<file path="src/rtl/instr_seq_pkg.sv">
// instr_seq_pkg: shared state type and defaults for instr_sequencer (S_HOLD exists only with INSTR_SEQ_STEP_EN)
package instr_seq_pkg;
  localparam int INSTR_W = 16;
  localparam int DEF_DEPTH = 16;
  localparam int DEF_TIMEOUT = 15;
  typedef enum logic [3:0] {
    S_IDLE,
    S_FETCH,
    S_ISSUE,
    S_LOAD,
    S_CALC,
    S_WAIT,
    S_ADV,
    S_FAULT
`ifdef INSTR_SEQ_STEP_EN
    , S_HOLD
`endif
  } seq_state_e;
endpackage

</file>
<file path="src/rtl/seq_prog_mem.sv">
// seq_prog_mem: DEPTH x 16 program store, synchronous write, asynchronous read, contents survive reset
module seq_prog_mem
  import instr_seq_pkg::*;
#(
  parameter int DEPTH = DEF_DEPTH,
  localparam int AW = $clog2(DEPTH)
) (
  input  logic               clk,
  input  logic               we,
  input  logic [AW-1:0]      waddr,
  input  logic [INSTR_W-1:0] wdata,
  input  logic [AW-1:0]      raddr,
  output logic [INSTR_W-1:0] rdata
);
  logic [INSTR_W-1:0] mem [DEPTH];
  // single write port; no reset so the program outlives a sequencer reset
  always_ff @(posedge clk)
    if (we) mem[waddr] <= wdata;
  assign rdata = mem[raddr];
endmodule

</file>
<file path="src/rtl/instr_sequencer.sv">
// instr_sequencer: issues stored instructions to the control unit with en_i/en_s/en_c, captures results, watchdog on done (INSTR_SEQ_STEP_EN adds single-step HOLD)
module instr_sequencer
  import instr_seq_pkg::*;
#(
  parameter int DEPTH = DEF_DEPTH,
  parameter int TIMEOUT = DEF_TIMEOUT,
  localparam int AW = $clog2(DEPTH)
) (
  input  logic               clk,
  input  logic               reset,
  input  logic               prog_we,
  input  logic [AW-1:0]      prog_addr,
  input  logic [INSTR_W-1:0] prog_data,
  input  logic [AW-1:0]      last_addr,
  input  logic               start,
`ifdef INSTR_SEQ_STEP_EN
  input  logic               step,
`endif
  input  logic               cu_done,
  input  logic [INSTR_W-1:0] cu_d_out,
  output logic [INSTR_W-1:0] instruction,
  output logic               en_i,
  output logic               en_s,
  output logic               en_c,
  output logic [AW-1:0]      pc,
  output logic [INSTR_W-1:0] result,
  output logic               result_valid,
  output logic               busy,
  output logic               finished,
  output logic               error
);
  localparam int WW = $clog2(TIMEOUT + 1);
  seq_state_e state, state_n;
  logic [AW-1:0] end_q;
  logic [WW-1:0] wdog;
  logic [INSTR_W-1:0] mem_rdata;
  logic last;
  assign last = pc == end_q;
  seq_prog_mem #(.DEPTH(DEPTH)) u_mem (
    .clk(clk),
    .we(prog_we && state == S_IDLE),
    .waddr(prog_addr),
    .wdata(prog_data),
    .raddr(pc),
    .rdata(mem_rdata)
  );
  // state register
  always_ff @(posedge clk or posedge reset)
    if (reset) state <= S_IDLE;
    else state <= state_n;
  // next state and strobes; done wins over the watchdog in the same WAIT cycle
  always_comb begin
    state_n = state;
    case (state)
      S_IDLE:  state_n = start ? S_FETCH : S_IDLE;
      S_FETCH: state_n = S_ISSUE;
      S_ISSUE: state_n = S_LOAD;
      S_LOAD:  state_n = S_CALC;
      S_CALC:  state_n = S_WAIT;
      S_WAIT:  state_n = cu_done ? S_ADV : wdog == WW'(TIMEOUT) ? S_FAULT : S_WAIT;
`ifdef INSTR_SEQ_STEP_EN
      S_ADV:   state_n = last ? S_IDLE : S_HOLD;
      S_HOLD:  state_n = step ? S_FETCH : S_HOLD;
`else
      S_ADV:   state_n = last ? S_IDLE : S_FETCH;
`endif
      default: state_n = S_IDLE;
    endcase
    en_i = state == S_ISSUE;
    en_s = state == S_LOAD;
    en_c = state == S_CALC;
    result_valid = state == S_ADV;
    finished = state == S_ADV && last;
    busy = state != S_IDLE;
  end
  // datapath: program bounds, fetch latch, watchdog, result capture, sticky fault
  always_ff @(posedge clk or posedge reset)
    if (reset) begin
      end_q <= '0;
      pc <= '0;
      instruction <= '0;
      wdog <= '0;
      result <= '0;
      error <= 1'b0;
    end else begin
      if (state == S_IDLE && start) begin
        end_q <= last_addr;
        pc <= '0;
        error <= 1'b0;
      end
      if (state == S_FETCH) instruction <= mem_rdata;
      wdog <= state == S_WAIT ? wdog + WW'(1) : '0;
      if (state == S_WAIT && cu_done) result <= cu_d_out;
      if (state == S_ADV && !last) pc <= pc + AW'(1);
      if (state == S_FAULT) error <= 1'b1;
    end
endmodule

</file>
<file path="config.mk">
export PLATFORM = sky130hd
export DESIGN_NAME = instr_sequencer
export DESIGN_NICKNAME = d
export VERILOG_FILES = /design/src/rtl/instr_seq_pkg.sv /design/src/rtl/seq_prog_mem.sv /design/src/rtl/instr_sequencer.sv
export SDC_FILE = /design/constraint.sdc
export NUM_CORES = 1
export LEC_CHECK = 0
export BUFFER_PORTS_ARGS = -buffer_cell sky130_fd_sc_hd__buf_2
export CAP_MARGIN = 25
export CORE_MARGIN = 5
export CORE_UTILIZATION = 35
export CTS_CLUSTER_DIAMETER = 100
export DETAILED_ROUTE_END_ITERATION = 8
export PLACE_DENSITY = 0.51
export SLEW_MARGIN = 10
export SYNTH_ARGS = -nofsm -noshare
export SYNTH_HDL_FRONTEND = slang
export SYNTH_HIERARCHICAL = 1
export SYNTH_SLANG_ARGS = --single-unit
export TNS_END_PERCENT = 5
</file>
<file path="constraint.sdc">
create_clock -name clk -period 7.4 [get_ports clk]
set_clock_uncertainty 0.2 [all_clocks]
set_input_delay 0 -clock clk [delete_from_list [all_inputs] [get_ports clk]]
set_output_delay 0 -clock clk [all_outputs]
set_load 0.05 [all_outputs]
</file>
# After elaboration in Yosys (flattened, before gate mapping)
# Memories as Yosys holds them, arrays and structs flattened. A register that Yosys moved wholly into a read port is not among the register bits.
# Cells that the tools add are included.
# word_totals
ff_bits,33
ramBits,256
input_bits,45
out_inout_bits,43
wordCells,40
n_memories,1
# mem_list
memory,depth,width,rd,rd_clocked_by_memory_dff,write_ports,line,source
u_mem.mem,16,16,1,1,1,seq_prog_mem.sv:15,logic [INSTR_W-1:0] mem [DEPTH];
# op_classes
n_addsub,2
n_eq_ne,9
mux,12
reduce_logical,10
# op_table
op,count
case mux 3 bit (7 select lines),1
== test 4 x 3 -> 1 bit (second input constant),4
2-to-1 mux 4 bit,3
adder 4 x 1 -> 4 bit (second input constant),2
== test 4 x 2 -> 1 bit (second input constant),2
2-to-1 mux 1 bit,6
logical AND 1 bit,5
== test 4 x 1 -> 1 bit (second input constant),1
== test 4 bit,1
== test 4 bit (second input constant),1
logical NOT 4 bit,1
2-to-1 mux 2 bit,2
nonzero test 2 bit,2
nonzero test 4 bit,1
logical NOT 1 bit,1

# Depth between registers and ports, before layout
# Gate-level depths: netlist of the first run.
# depth
word_depth,4
mapped_depth,6
ltp_nobuf,4

# Modules after synthesis
# Netlist of the first run, hierarchy kept.
# by_module_without_submodules
module,instances,cells_per_inst,area_each_um2,seq_area_each_um2
seq_prog_mem,1,416,9723.1,7687.4
instr_sequencer,1,149,2030.7,1201.2

# Worst setup path after synthesis of the first run
# No wires, ideal clock.
# synth_path
kind,register to register
from,register state[1]
to,"memory u_mem.mem[0][0], enable pin"
setup_ns,0.409
t_arrival_ns,2.623
t_required_ns,6.791
setup_slack_ns,4.168
path_stages_with_launch,6
n_path_buf,1
period_less_slack_ns,3.232
path_cell_list,dfrtp_1 -> clkbuf_1 -> nor3_2 -> and2_1 -> or3b_2 -> nor3_1
# synth_via
elab_chain_len,4
# synth_lines
item,line,source
start: declaration,instr_sequencer.sv:33,"seq_state_e state, state_n;"
start signal: assignment,instr_sequencer.sv:50,else state <= state_n;
logical NOT 4 bit,instr_sequencer.sv:41,".we(prog_we && state == S_IDLE),"
logical AND 1 bit,instr_sequencer.sv:41,
2-to-1 mux 1 bit,seq_prog_mem.sv:18,if (we) mem[waddr] <= wdata;
2-to-1 mux 1 bit (implied by the code),seq_prog_mem.sv:18,
end: declaration,seq_prog_mem.sv:15,
# Every way passes these cells.

# Worst setup path in the final report of the first run
# layout_path
from,register pc[1]
to,output port finished
# layout_via
elab_chain_len,2
# layout_lines
item,line,source
start: declaration,instr_sequencer.sv:25,"output logic [AW-1:0] pc,"
start signal: assignment,instr_sequencer.sv:94,if (state == S_ADV && !last) pc <= pc + AW'(1);
== test 4 bit,instr_sequencer.sv:38,assign last = pc == end_q;
logical AND 1 bit,instr_sequencer.sv:73,finished = state == S_ADV && last;
end: declaration,instr_sequencer.sv:29,"output logic finished,"
# Every way passes these cells.

==> results of run 1 <==
==> cell families (layout without fill, tap and decap cells) <==
logic type	count (synthesis)	count (layout)
buf+inv	30	222
xor+xnor	8	8
mux	100	100
flops	304	304
compound gates	44	44
simple gates	77	77
fa+ha+maj	2	2
==> through the flow <==
stage,cell area (um^2),hold slack (ns),setup WS (ns),utilization [%],std cells
2_1_floorplan,11800,-0.101,4.17,-,565
3_3_place_gp,12800,0.0342,4.26,38.3,1096
3_5_place_dp,12800,0.0376,4.25,38.4,1097
4_1_cts,14300,0.0293,4.22,42.8,1204
5_1_grt,14300,0.0524,4.16,42.9,1205
6_report,14300,0.0444,4.32,42.9,1205
==> cell usage in the layout (no fill, tap or decap), types with 2 or more instances in the layout <==
master / Yosys / routed
nand2_1: 22 / 22
nand3b_1: 2 / 2
xor2_1: 6 / 6
dlygate4sd3_1: 0 / 46
and2_1: 3 / 3
clkbuf_16: 0 / 35
buf_4: 4 / 22
mux4_2: 54 / 54
dfrtp_1: 48 / 46
mux4_1: 10 / 10
a22oi_1: 33 / 33
xnor2_1: 2 / 2
buf_2: 5 / 87
clkbuf_1: 10 / 4
nor2b_1: 3 / 3
inv_1: 4 / 3
inv_6: 0 / 3
and3b_1: 2 / 2
clkinv_1: 0 / 9
nand2b_1: 6 / 6
nor2_1: 21 / 21
a21oi_1: 2 / 2
nor3_2: 1 / 5
o21ai_0: 4 / 4
edfxtp_1: 256 / 256
clkinv_2: 0 / 8
ha_1: 2 / 2
nand3_1: 6 / 6
mux2_2: 36 / 36
==> power breakdown <==
group	leakage (nW)	total, mW	switching [mW]	internal, mW
sequential	2.89	2.16	0.151	2.00
combinational	1.56	1.51	0.912	0.593
clock	0.509	1.55	0.648	0.901
total	4.97	5.21	1.71	3.50
==> worst paths after layout <==
| check | startpoint | endpoint | slack [ns] | cells after the start |
|---|---|---|---|---|
| max reg2reg | state[2]$_DFF_PP0_ | u_mem/mem[4][1]$_DFFE_PP_ | 4.43 | 6 |
| max in group asynchronous | reset | pc[0]$_DFFE_PP0P_ | 6.36 | 4 |
| max | pc[1]$_DFFE_PP0P_ | finished | 4.32 | 5 |
| min | prog_addr[2] | u_mem/mem[2][9]$_DFFE_PP_ | 0.04 | 4 |
| min in group asynchronous | reset | instruction[5]$_DFFE_PP0P_ | 0.08 | 4 |
| min reg2reg | wdog[0]$_DFF_PP0_ | wdog[0]$_DFF_PP0_ | 0.28 | 1 |
==> routing by layer <==
metal / wire [um] / GRT usage (%) / part of all wire (%)
met2: 14100 / 25.7 / 52
met5: 0 / 0 / 0
met4: 473 / 3.75 / 1.8
met3: 1260 / 3.06 / 4.7
met1: 11100 / 17.7 / 41
==> worst min-delay path, cell delays in order <==
cell and delay [ns]:
buf_2 0.10, or3b_2 0.15, nor2_1 0.05, buf_4 0.23
==> layout make-up <==
class,instances,area share [%]
clock buffers,39,6.22
repair buffers,157,7.71
well taps,448,3.91
multi-input cells,231,19.0
clock inverters,22,0.961
inverters,4,0.105
flip-flops and latches,304,62.1
==> cells in the mapped netlist <==
master	number	area share (%)
o22ai_1	1	0.053
nand2_2	1	0.053
nor3_2	1	0.085
ha_1	2	0.21
nand2b_1	6	0.32
and2_1	3	0.16
nor2_1	21	0.67
edfxtp_1	256	65
o21ai_0	4	0.17
a21oi_1	2	0.085
mux2_2	36	3.4
o21ai_1	1	0.043
o41ai_4	1	0.23
buf_4	4	0.26
inv_1	4	0.13
nand3_1	6	0.26
nor2b_1	3	0.16
nor4_1	1	0.053
nand4b_2	1	0.13
nand2_1	22	0.70
dfrtp_1	48	10
or3b_2	1	0.075
mux4_1	10	2.2
a31oi_1	1	0.053
buf_6	4	0.38
and3b_1	2	0.15
xor2_1	6	0.45
nor3b_1	1	0.064
buf_1	3	0.096
nand3b_1	2	0.13
clkbuf_1	10	0.32
a21o_2	1	0.075
xnor2_1	2	0.15
mux4_2	54	10
a22oi_1	33	2.1
nor3_1	4	0.17
and3_1	1	0.053
buf_2	5	0.21
nor2_4	1	0.096
==> sequential cells by signal (all words and copies together), names as in the netlist <==
name         flops
end_q            4
error            1
instruction     16
pc               4
result          16
state            3
u_mem/mem      256
wdog             4
==> what timing repair did <==
action	in CTS	in global routing
hold endpoints to repair	395	0
gates resized for setup	0	0
hold buffers	46	0
setup buffers	0	0
==> out/results.txt, run 1 <==
WP buf/inv - 2
RSZ-0062 raised after global routing - false
DRC - 0
Avg Cell Area, Syn - 20.8 um^2
Hold Fails Final Rpt - 0
Clock transition at path regs - 0.05 ns
worst-path maximum fanout - 49
initial drt markers - 401
first-pass GRT wire length - 40.8 mm
CP top delay family - buffers and inverters
Synth Area in Compound Gates - 2.82%
slowest CP cell - dfrtp_2
vias - 6008
Synth Area in XOR/XNOR - 0.596%
Leak Pwr - 4.97 nW
Placer Congestion - 0.720
post-synthesis sequential area ratio - 75.6%
I/O Buffers - 87
pin count of the biggest net entering global routing - 50
worst-margin pin slew - 0.773 ns
crit path cell chain - buf_4 > xor2_1 > nor4_1 > and2_1 > buf_2
Die Area - 0.0373 mm^2
GR Util All Layers - 14.3%
clk buf depth - 3
H-tree levels - 2
fmax - 324 MHz
Synth Area in Simple Gates - 3.32%
number of setup violations in the final report - 0
crit path launch type - flip-flop
crit share post-route - 41.7%
Ys Warns - 6
gr ovfl total - 0
Ant. Diodes - 0
CTS tree - done
initial core utilization - 35.2%
Pwr Total - 5.21 mW
Seq. cell area - 0.00889 mm^2
Sum Neg Setup Slack - 0 ns
Row Count - 67
clk_lat worst skew - 0.50 ns
Yosys reg bits - 304
Die Height - 193 um
critical path endpoint category - primary output
status - finished clean
die span in x - 193 um
max incr delay on CP - 0.72 ns
cells after synthesis - 565
synthesized net count - 612
largest family of logic cells by synthesized area - multiplexers
initial antenna violation count - 0
synthesized cell area - 0.0118 mm^2
fill count - 2929
WL per Instance - 22.3 um
crit path DAT - 2.88 ns
synth-to-layout area growth - 21.9%
Vias/cell - 4.99
cts bufs inserted - 35
Final min period - 3.08 ns
Synth cell types - 39
power density over the cells - 364 mW/mm^2
Slew HR - 48.4%
mux cell area share after synthesis - 16.0%
drt first pass iters - 5
area of the multi-input gates - 0.00272 mm^2
Clock Root Buffer - clkbuf_16
adder-cell share of the synthesized area - 0.213%
Sink Count - 304
worst vdd ir - 0.182 mV
Hold Path Class - in -> reg
vias in the first global route - 6497
Slew Limit Fails - 0
I/O pins - 88
core area - 0.0334 mm^2
max cap viols - 0
dpl hpwl - 14.8 mm
Final Net Count - 780
worst path required time - 7.20 ns
Post-Route WL - 26.9 mm
layout cells sized above 1 - 34.7%
Antenna Nets Post-Route - 0
WS Path Type - reg -> out
Power figures use the tool's default switching activity.
==> run 2, diff against run 1 <==
- clock period: 7.4 -> 3.1 ns (I/O delays scaled with it)
==> run 2 against run 1 <==
  * Flip-flop and latch count is the same
  * Sequential share of layout area shrank 0.85 points
  * Utilization grew 0.59 points
  * Count of clock-buffer cells in the layout grew 9
  * Largest power group unchanged
==> out/results.txt, run 2 (same netlist as run 1, synthesis figures left out) <==
status - finished clean
Die Height - 193 um (unchanged)
RSZ-0062 raised after global routing - false
I/O pins - 88 (unchanged)
vias in the first global route - 6572 (+1.2%)
Slew Limit Fails - 0 (unchanged)
Die Area - 0.0373 mm^2 (unchanged)
clk_lat worst skew - 0.49 ns (about the same)
layout cells sized above 1 - 36.0% (+1.2 points)
GR peak layer - met2
Final min period - 2.72 ns
initial antenna violation count - 0 (unchanged)
dpl hpwl - 15.8 mm (+6.4%)
Placer Congestion - 0.737 (+2.5%)
Ant. Diodes - 0 (unchanged)
met3 Track Usage GR - 2.68% (-0.38 points)
first-pass GRT wire length - 41.0 mm (+0.59%)
crit path DAT - 2.72 ns (-0.16 ns)
Antenna Nets Post-Route - 0 (unchanged)
Worst R2R Path Depth - 6 (unchanged)
max cap viols - 0 (unchanged)
worst vdd ir - 0.517 mV (+180%)
Sum Neg Setup Slack - 0 ns (unchanged)
Clock transition at path regs - 0.06 ns (about the same)
Hold Fails Final Rpt - 0 (unchanged)
WL per Instance - 21.6 um (-3.0%)
Final Net Count - 791 (+1.4%)
Leak Pwr - 5.06 nW (+1.9%)
Row Count - 67 (unchanged)
GR Util met2 - 23.8% (-1.8 points)
core area - 0.0334 mm^2 (unchanged)
WS Path Type - reg -> reg
cts bufs inserted - 34 (-2.9%)
commonest cells after routing, fill and taps aside - edfxtp_1 (256), buf_2 (87), mux4_2 (54), dlygate4sd3_1 (47), dfrtp_1 (46)
commonest non-fill, non-tap cell in the layout - edfxtp_1
biggest regs - u_mem/mem (256), instruction (16), result (16)
drt first pass iters - 4 (-1)
hold path depth - 4 (unchanged)
die span in x - 193 um (unchanged)
Reg with most FFs - u_mem/mem
pin count of the biggest net entering global routing - 65 (+30%)
critical path endpoint category - flip-flop
worst-margin pin slew - 0.785 ns (+0.0120 ns)
Sink Count - 304 (unchanged)
crit share post-route - 87.9%
fmax - 367 MHz
max reg flops - 256 (unchanged)
worst-path maximum fanout - 13 (-73%)
I/O Buffers - 87 (unchanged)
Hold Path Class - in -> reg
Setup crit start - state[1]$_DFF_PP0_
gr ovfl total - 0 (unchanged)
fill count - 2969 (+1.4%)
initial drt markers - 472 (+18%)
Post-Route WL - 26.4 mm (-2.0%)
met1 Use GR - 19.1% (+1.4 points)
power density over the cells - 878 mW/mm^2 (+140%)
worst path required time - 3.09 ns (-4.11 ns)
DRC - 0 (unchanged)
initial core utilization - 35.2% (unchanged)
final core utilization - 43.5% (+0.59 points)
CTS tree - done
number of setup violations in the final report - 0 (unchanged)
synth-to-layout area growth - 23.5%
Vias/cell - 4.98 (-0.18%)
crit path launch type - flip-flop
Critical R2R Launch - state[1]$_DFF_PP0_
vias - 6062 (+0.90%)
H-tree levels - 2 (unchanged)
Clock Root Buffer - clkbuf_16
clk buf depth - 3 (unchanged)
Slew HR - 47.6% (-0.80 points)
min-delay src - prog_addr[2]
GR Util All Layers - 14.2% (-0.12 points)
## run 2: cell types whose count changed in the layout (fill, tap and decap cells not counted), sizes merged, moves of 3 or more
cell / delta
clkbuf: +9
clkinvlp: +3
clkinv: -9
inv: -3
buf: +11
## run 2: cell type report
| cell class | count | area (um^2) | share of cell area [%] |
|---|---|---|---|
| sequential | 304 | 8890 | 61.2 |
| multi-input combinational | 231 | 2720 | 18.7 |
| timing repair buffer | 169 | 1210 | 8.31 |
| clock buffer | 48 | 997 | 6.87 |
| tap | 448 | 561 | 3.86 |
| clock inverter | 14 | 126 | 0.870 |
| inverter | 4 | 15.0 | 0.103 |
## run 2: final timing paths
| kind | end | slack [ns] |
|---|---|---|
| max reg2reg | u_mem/mem[12][5]$_DFFE_PP_ | 0.38 |
| max | u_mem/mem[12][5]$_DFFE_PP_ | 0.38 |
| min in group asynchronous | result[5]$_DFFE_PP0P_ | 0.50 |
| min reg2reg | wdog[0]$_DFF_PP0_ | 0.26 |
| min | u_mem/mem[2][0]$_DFFE_PP_ | 0.05 |
| max in group asynchronous | instruction[9]$_DFFE_PP0P_ | 1.46 |
## run 2: what timing repair did
action	4_1_cts	5_1_grt
hold buffers	47	0
gates resized for setup	0	0
endpoints found under the setup margin	0	0
hold endpoints to repair	395	0
setup buffers	0	0
## run 2: power breakdown
group | total [mW] | switching, mW | internal (mW)
logic | 3.76 | 2.31 | 1.45
registers | 5.02 | 0.239 | 4.79
clock network | 3.96 | 1.54 | 2.41
total | 12.7 | 4.09 | 8.65
## run 2: worst max-delay path, cell delays in order (launching register included)
cell           delay (ns)
dfrtp_1              0.50
nor3_2               0.30
and2_1               0.28
nand3_1              0.20
nor3_2               0.13
dlygate4sd3_1        0.58
buf_4                0.22
## run 2: metrics by stage
stage	setup WS, ns	cell area, um^2	cells	hold slack, ns	power, mW
floorplan	0.216	11800	565	-0.101	7.85
global placement	0.608	12900	1109	-0.0752	8.80
detailed placement	0.531	12900	1109	-0.0661	8.85
CTS	0.351	14500	1218	0.0199	12.9
global route	0.200	14500	1218	0.0649	13.3
finish	0.376	14500	1218	0.0467	12.7
## run 2: layer usage
metal / share of wire [%] / vias to the layer above / routed length [um]
met5: 0 / - / 0
met4: 2.2 / 0 / 580
met3: 4.6 / 41 / 1220
met2: 50 / 177 / 13200
met1: 43 / 3171 / 11300
li1: - / 2673 / -
==> run 3, diff against run 2 <==
- ABC_AREA: default -> 1
- SLEW_MARGIN: 10 -> default
==> run 3 against run 2 <==
  * Count of clock-buffer cells in the layout shrank 1
  * Largest cell class unchanged
  * Sequential share of layout area shrank 6.7 points
  * Die area grew 12%
  * Combinational power grew 13%
  * Via count grew 51%
  * Flip-flop and latch count is the same
  * Register-to-register slack lost 0.11 ns
==> out/results.txt, run 3 <==
status - finished clean
Int Pwr - 8.63 mW (-0.21%)
max cap viols - 0 (unchanged)
Ant. Diodes - 0 (unchanged)
Cell Count, Final, Fillers Out - 1987 (+63%)
Critical R2R Launch - state[2]$_DFF_PP0_
Leak Pwr - 7.10 nW (+40%)
fmax - 353 MHz (-3.8%)
GR Util All Layers - 16.5% (+2.3 points)
I/O pins - 88 (unchanged)
worst-path maximum fanout - 5 (-8)
pin count of the biggest net entering global routing - 71 (+9.2%)
max incr delay on CP - 0.71 ns (+0.13 ns)
Sw Ratio - 35.4% (+3.3 points)
Synth top cells by count - nand2_1 (400), edfxtp_1 (256), nand3_1 (217), inv_1 (212), dfrtp_1 (48)
number of setup violations in the final report - 0 (unchanged)
vias - 9165 (+51%)
Die Area - 0.0418 mm^2 (+12%)
vias in the first global route - 9119 (+39%)
WL per Instance - 17.4 um (-20%)
synthesized cell area - 0.0132 mm^2 (+13%)
initial core utilization - 35.3% (+0.050 points)
dpl hpwl - 21.0 mm (+33%)
Sink Count - 304 (unchanged)
clk buf depth - 3 (unchanged)
crit path DAT - 2.84 ns (+0.12 ns)
post-synthesis sequential area ratio - 67.2% (-8.4 points)
worst path required time - 3.11 ns (+0.02 ns)
CP top delay family - simple AND/OR/NAND/NOR gates
DP Area - 0.0143 mm^2 (+10%)
R2R Path End - u_mem/mem[7][0]$_DFFE_PP_
Yosys reg bits - 304 (unchanged)
layout cells sized above 1 - 15.0% (-21 points)
WS Path Type - reg -> reg
Hold Path Class - in -> reg
GR peak layer - met2
Synth top area share - 58.1% (-7.3 points)
min-delay src - prog_addr[0]
met3 Track Usage GR - 2.49% (-0.19 points)
slowest CP cell - dlygate4sd3_1
CTS tree - done
commonest cells after routing, fill and taps aside - nand2_1 (400), edfxtp_1 (256), nand3_1 (217), inv_1 (211), buf_2 (87)
area leader, netlist - edfxtp_1
Post-Route WL - 34.5 mm (+31%)
Synth cell types - 28 (-28%)
Final min period - 2.83 ns (+0.107 ns)
cts bufs inserted - 35 (+2.9%)
synth-to-layout area growth - 23.3%
gr ovfl total - 0 (unchanged)
asr flop ratio synth - 15.8% (unchanged)
Slew Limit Fails - 0 (unchanged)
met1 Use GR - 21.0% (+1.9 points)
crit path cell chain - nor2_2 > nand2_1 > nor2_2 > nand3b_1 > nor2_2 > dlygate4sd3_1
fill count - 3582 (+21%)
cell with the most instances after synthesis - nand2_1
Ys Warns - 6 (unchanged)
drt first pass iters - 4 (unchanged)
pre-CTS setup slack - 0.542 ns (+0.0107 ns)
Reg with most FFs - u_mem/mem
logic gate share of total power - 31.7% (+2.2 points)
Final Net Count - 1497 (+89%)
initial antenna violation count - 0 (unchanged)
hold path endpoint - u_mem/mem[1][0]$_DFFE_PP_
RSZ-0062 raised after global routing - false
Slew HR - 52.7% (+5.1 points)
Post-synth EDFFs - 256 (unchanged)
critical path endpoint category - flip-flop
power density over the cells - 819 mW/mm^2 (-6.6%)
P_sw - 4.73 mW (+16%)
Worst R2R Path Depth - 6 (unchanged)
Vias/cell - 4.61 (-7.3%)
worst-margin pin slew - 0.709 ns (-0.0758 ns)
Antenna Nets Post-Route - 0 (unchanged)
first-pass GRT wire length - 52.9 mm (+29%)
worst vdd ir - 0.477 mV (-7.6%)
Row Count - 71 (+6.0%)
die span in x - 204 um (+5.8%)
Placer Congestion - 0.796 (+7.9%)
top post-synthesis cells by area - edfxtp_1 (58%), nand2_1 (11%), dfrtp_1 (9.1%)
Hold Fails Final Rpt - 0 (unchanged)
max reg flops - 256 (unchanged)
initial drt markers - 584 (+24%)
sequential share of power - 37.4% (-2.0 points)
postcts setup bufs - 0 (unchanged)
Avg Cell Area, Syn - 10.4 um^2 (-50%)
commonest non-fill, non-tap cell in the layout - nand2_1
H-tree levels - 2 (unchanged)
GR Util met2 - 29.1% (+5.3 points)
I/O Buffers - 87 (unchanged)
Worst R2R Setup Slack - 0.27 ns (-0.11 ns)
cells after synthesis - 1267 (+120%)
Die Height - 204 um (+5.8%)
DRC - 0 (unchanged)
Pwr Total - 13.4 mW (+4.8%)
Sum Neg Setup Slack - 0 ns (unchanged)
Placed Instances - 1838 (+66%)
final worst setup slack - 0.269 ns (-0.107 ns)
Synth Flop Type - edfxtp_1
WP buf/inv - 1 (-1)
core area - 0.0375 mm^2 (+12%)
final instance area - 0.0163 mm^2 (+12%)
Clk network pwr share - 30.9% (about the same)
hold path depth - 3 (-1)
crit share post-route - 91.3% (+3.5 points)
biggest regs - u_mem/mem (256), instruction (16), result (16)
clk_lat worst skew - 0.53 ns (+0.04 ns)
most frequent CP cell - nor2_2
synthesized net count - 1314 (+110%)
Clock Root Buffer - clkbuf_16
Clock transition at path regs - 0.06 ns (about the same)
crit path launch type - flip-flop
## run 3: cell count changes after synthesis, sizes merged, moves of 4 or more
| cell | delta |
|---|---|
| nand2 | +380 |
| nand3 | +216 |
| inv | +213 |
| mux4 | -64 |
| a22oi | -33 |
| buf | +31 |
| mux2 | -20 |
| nor2 | +8 |
| nand2b | -6 |
| xor2 | -4 |
## run 3: kinds of logic (layout without fill, tap and decap cells)
kind of cell               after synthesis  after routing  share of synthesized area [%]
muxes                                   16             16                           1.62
and+or+nand+nor                        661            661                           21.5
DFF                                    304            304                           67.2
xor gates and xnor gates                 2              2                          0.132
adders and majority gates                2              2                          0.189
buffers and inverters                  274            483                           9.08
AOI/OAI and AO/OA                        8              8                          0.303
## run 3: final cells by class
| type | count | area (um^2) | area share [%] |
|---|---|---|---|
| Timing Repair Buffer | 203 | 1610 | 9.87 |
| Tap cell | 511 | 639 | 3.92 |
| Inverter | 217 | 818 | 5.02 |
| Sequential cell | 304 | 8890 | 54.5 |
| Clock inverter | 16 | 174 | 1.07 |
| Clock buffer | 47 | 992 | 6.09 |
| Multi-Input combinational cell | 689 | 3180 | 19.5 |
## run 3: routing by layer
metal / vias to the layer above / part of all wire (%)
met3: 57 / 4.1
met2: 212 / 50
li1: 4456 / -
met1: 4440 / 43
met5: - / 0
met4: 0 / 2.8
## run 3: metrics by stage
| step | hold slack, ns | util, % |
|---|---|---|
| 2_1_floorplan | -0.101 | - |
| 3_3_place_gp | -0.0432 | 38.1 |
| 3_5_place_dp | -0.0414 | 38.1 |
| 4_1_cts | 0.0115 | 43.5 |
| 5_1_grt | 0.0170 | 43.5 |
| 6_report | 0.0533 | 43.5 |
## run 3: worst max path at each step
stage                                      end  cells after the start  slack, ns                from
finish               u_mem/mem[7][0]$_DFFE_PP_                      6       0.27  state[2]$_DFF_PP0_
global route         u_mem/mem[7][0]$_DFFE_PP_                      6       0.17  state[2]$_DFF_PP0_
CTS                  u_mem/mem[7][0]$_DFFE_PP_                      6       0.12  state[2]$_DFF_PP0_
detailed placement  u_mem/mem[7][12]$_DFFE_PP_                      6       0.54  state[2]$_DFF_PP0_
global placement    u_mem/mem[7][12]$_DFFE_PP_                      6       0.62  state[2]$_DFF_PP0_
floorplan           u_mem/mem[12][0]$_DFFE_PP_                      5       0.39  state[2]$_DFF_PP0_
## run 3: power by group through the flow
stage / Clock (mW) / Combinational [mW] / Sequential (mW)
after detailed placement: 0 / 3.99 / 5.06
after global routing: 4.42 / 4.60 / 5.02
after floorplan: 0 / 2.11 / 5.79
after CTS: 4.24 / 4.29 / 4.98
final: 4.13 / 4.24 / 4.99
after global placement: 0 / 3.98 / 5.06
## run 3: repair_timing
action | 4_1_cts | 5_1_grt
hold buffers | 86 | 0
gates resized for setup | 0 | 1
endpoints found under the hold margin | 328 | 0
endpoints found under the setup margin | 0 | 5
## run 3: tightest hold or removal path: stages
cell,delay [ns]
buf_2,0.13
nand2_1,0.28
nor2_2,0.17
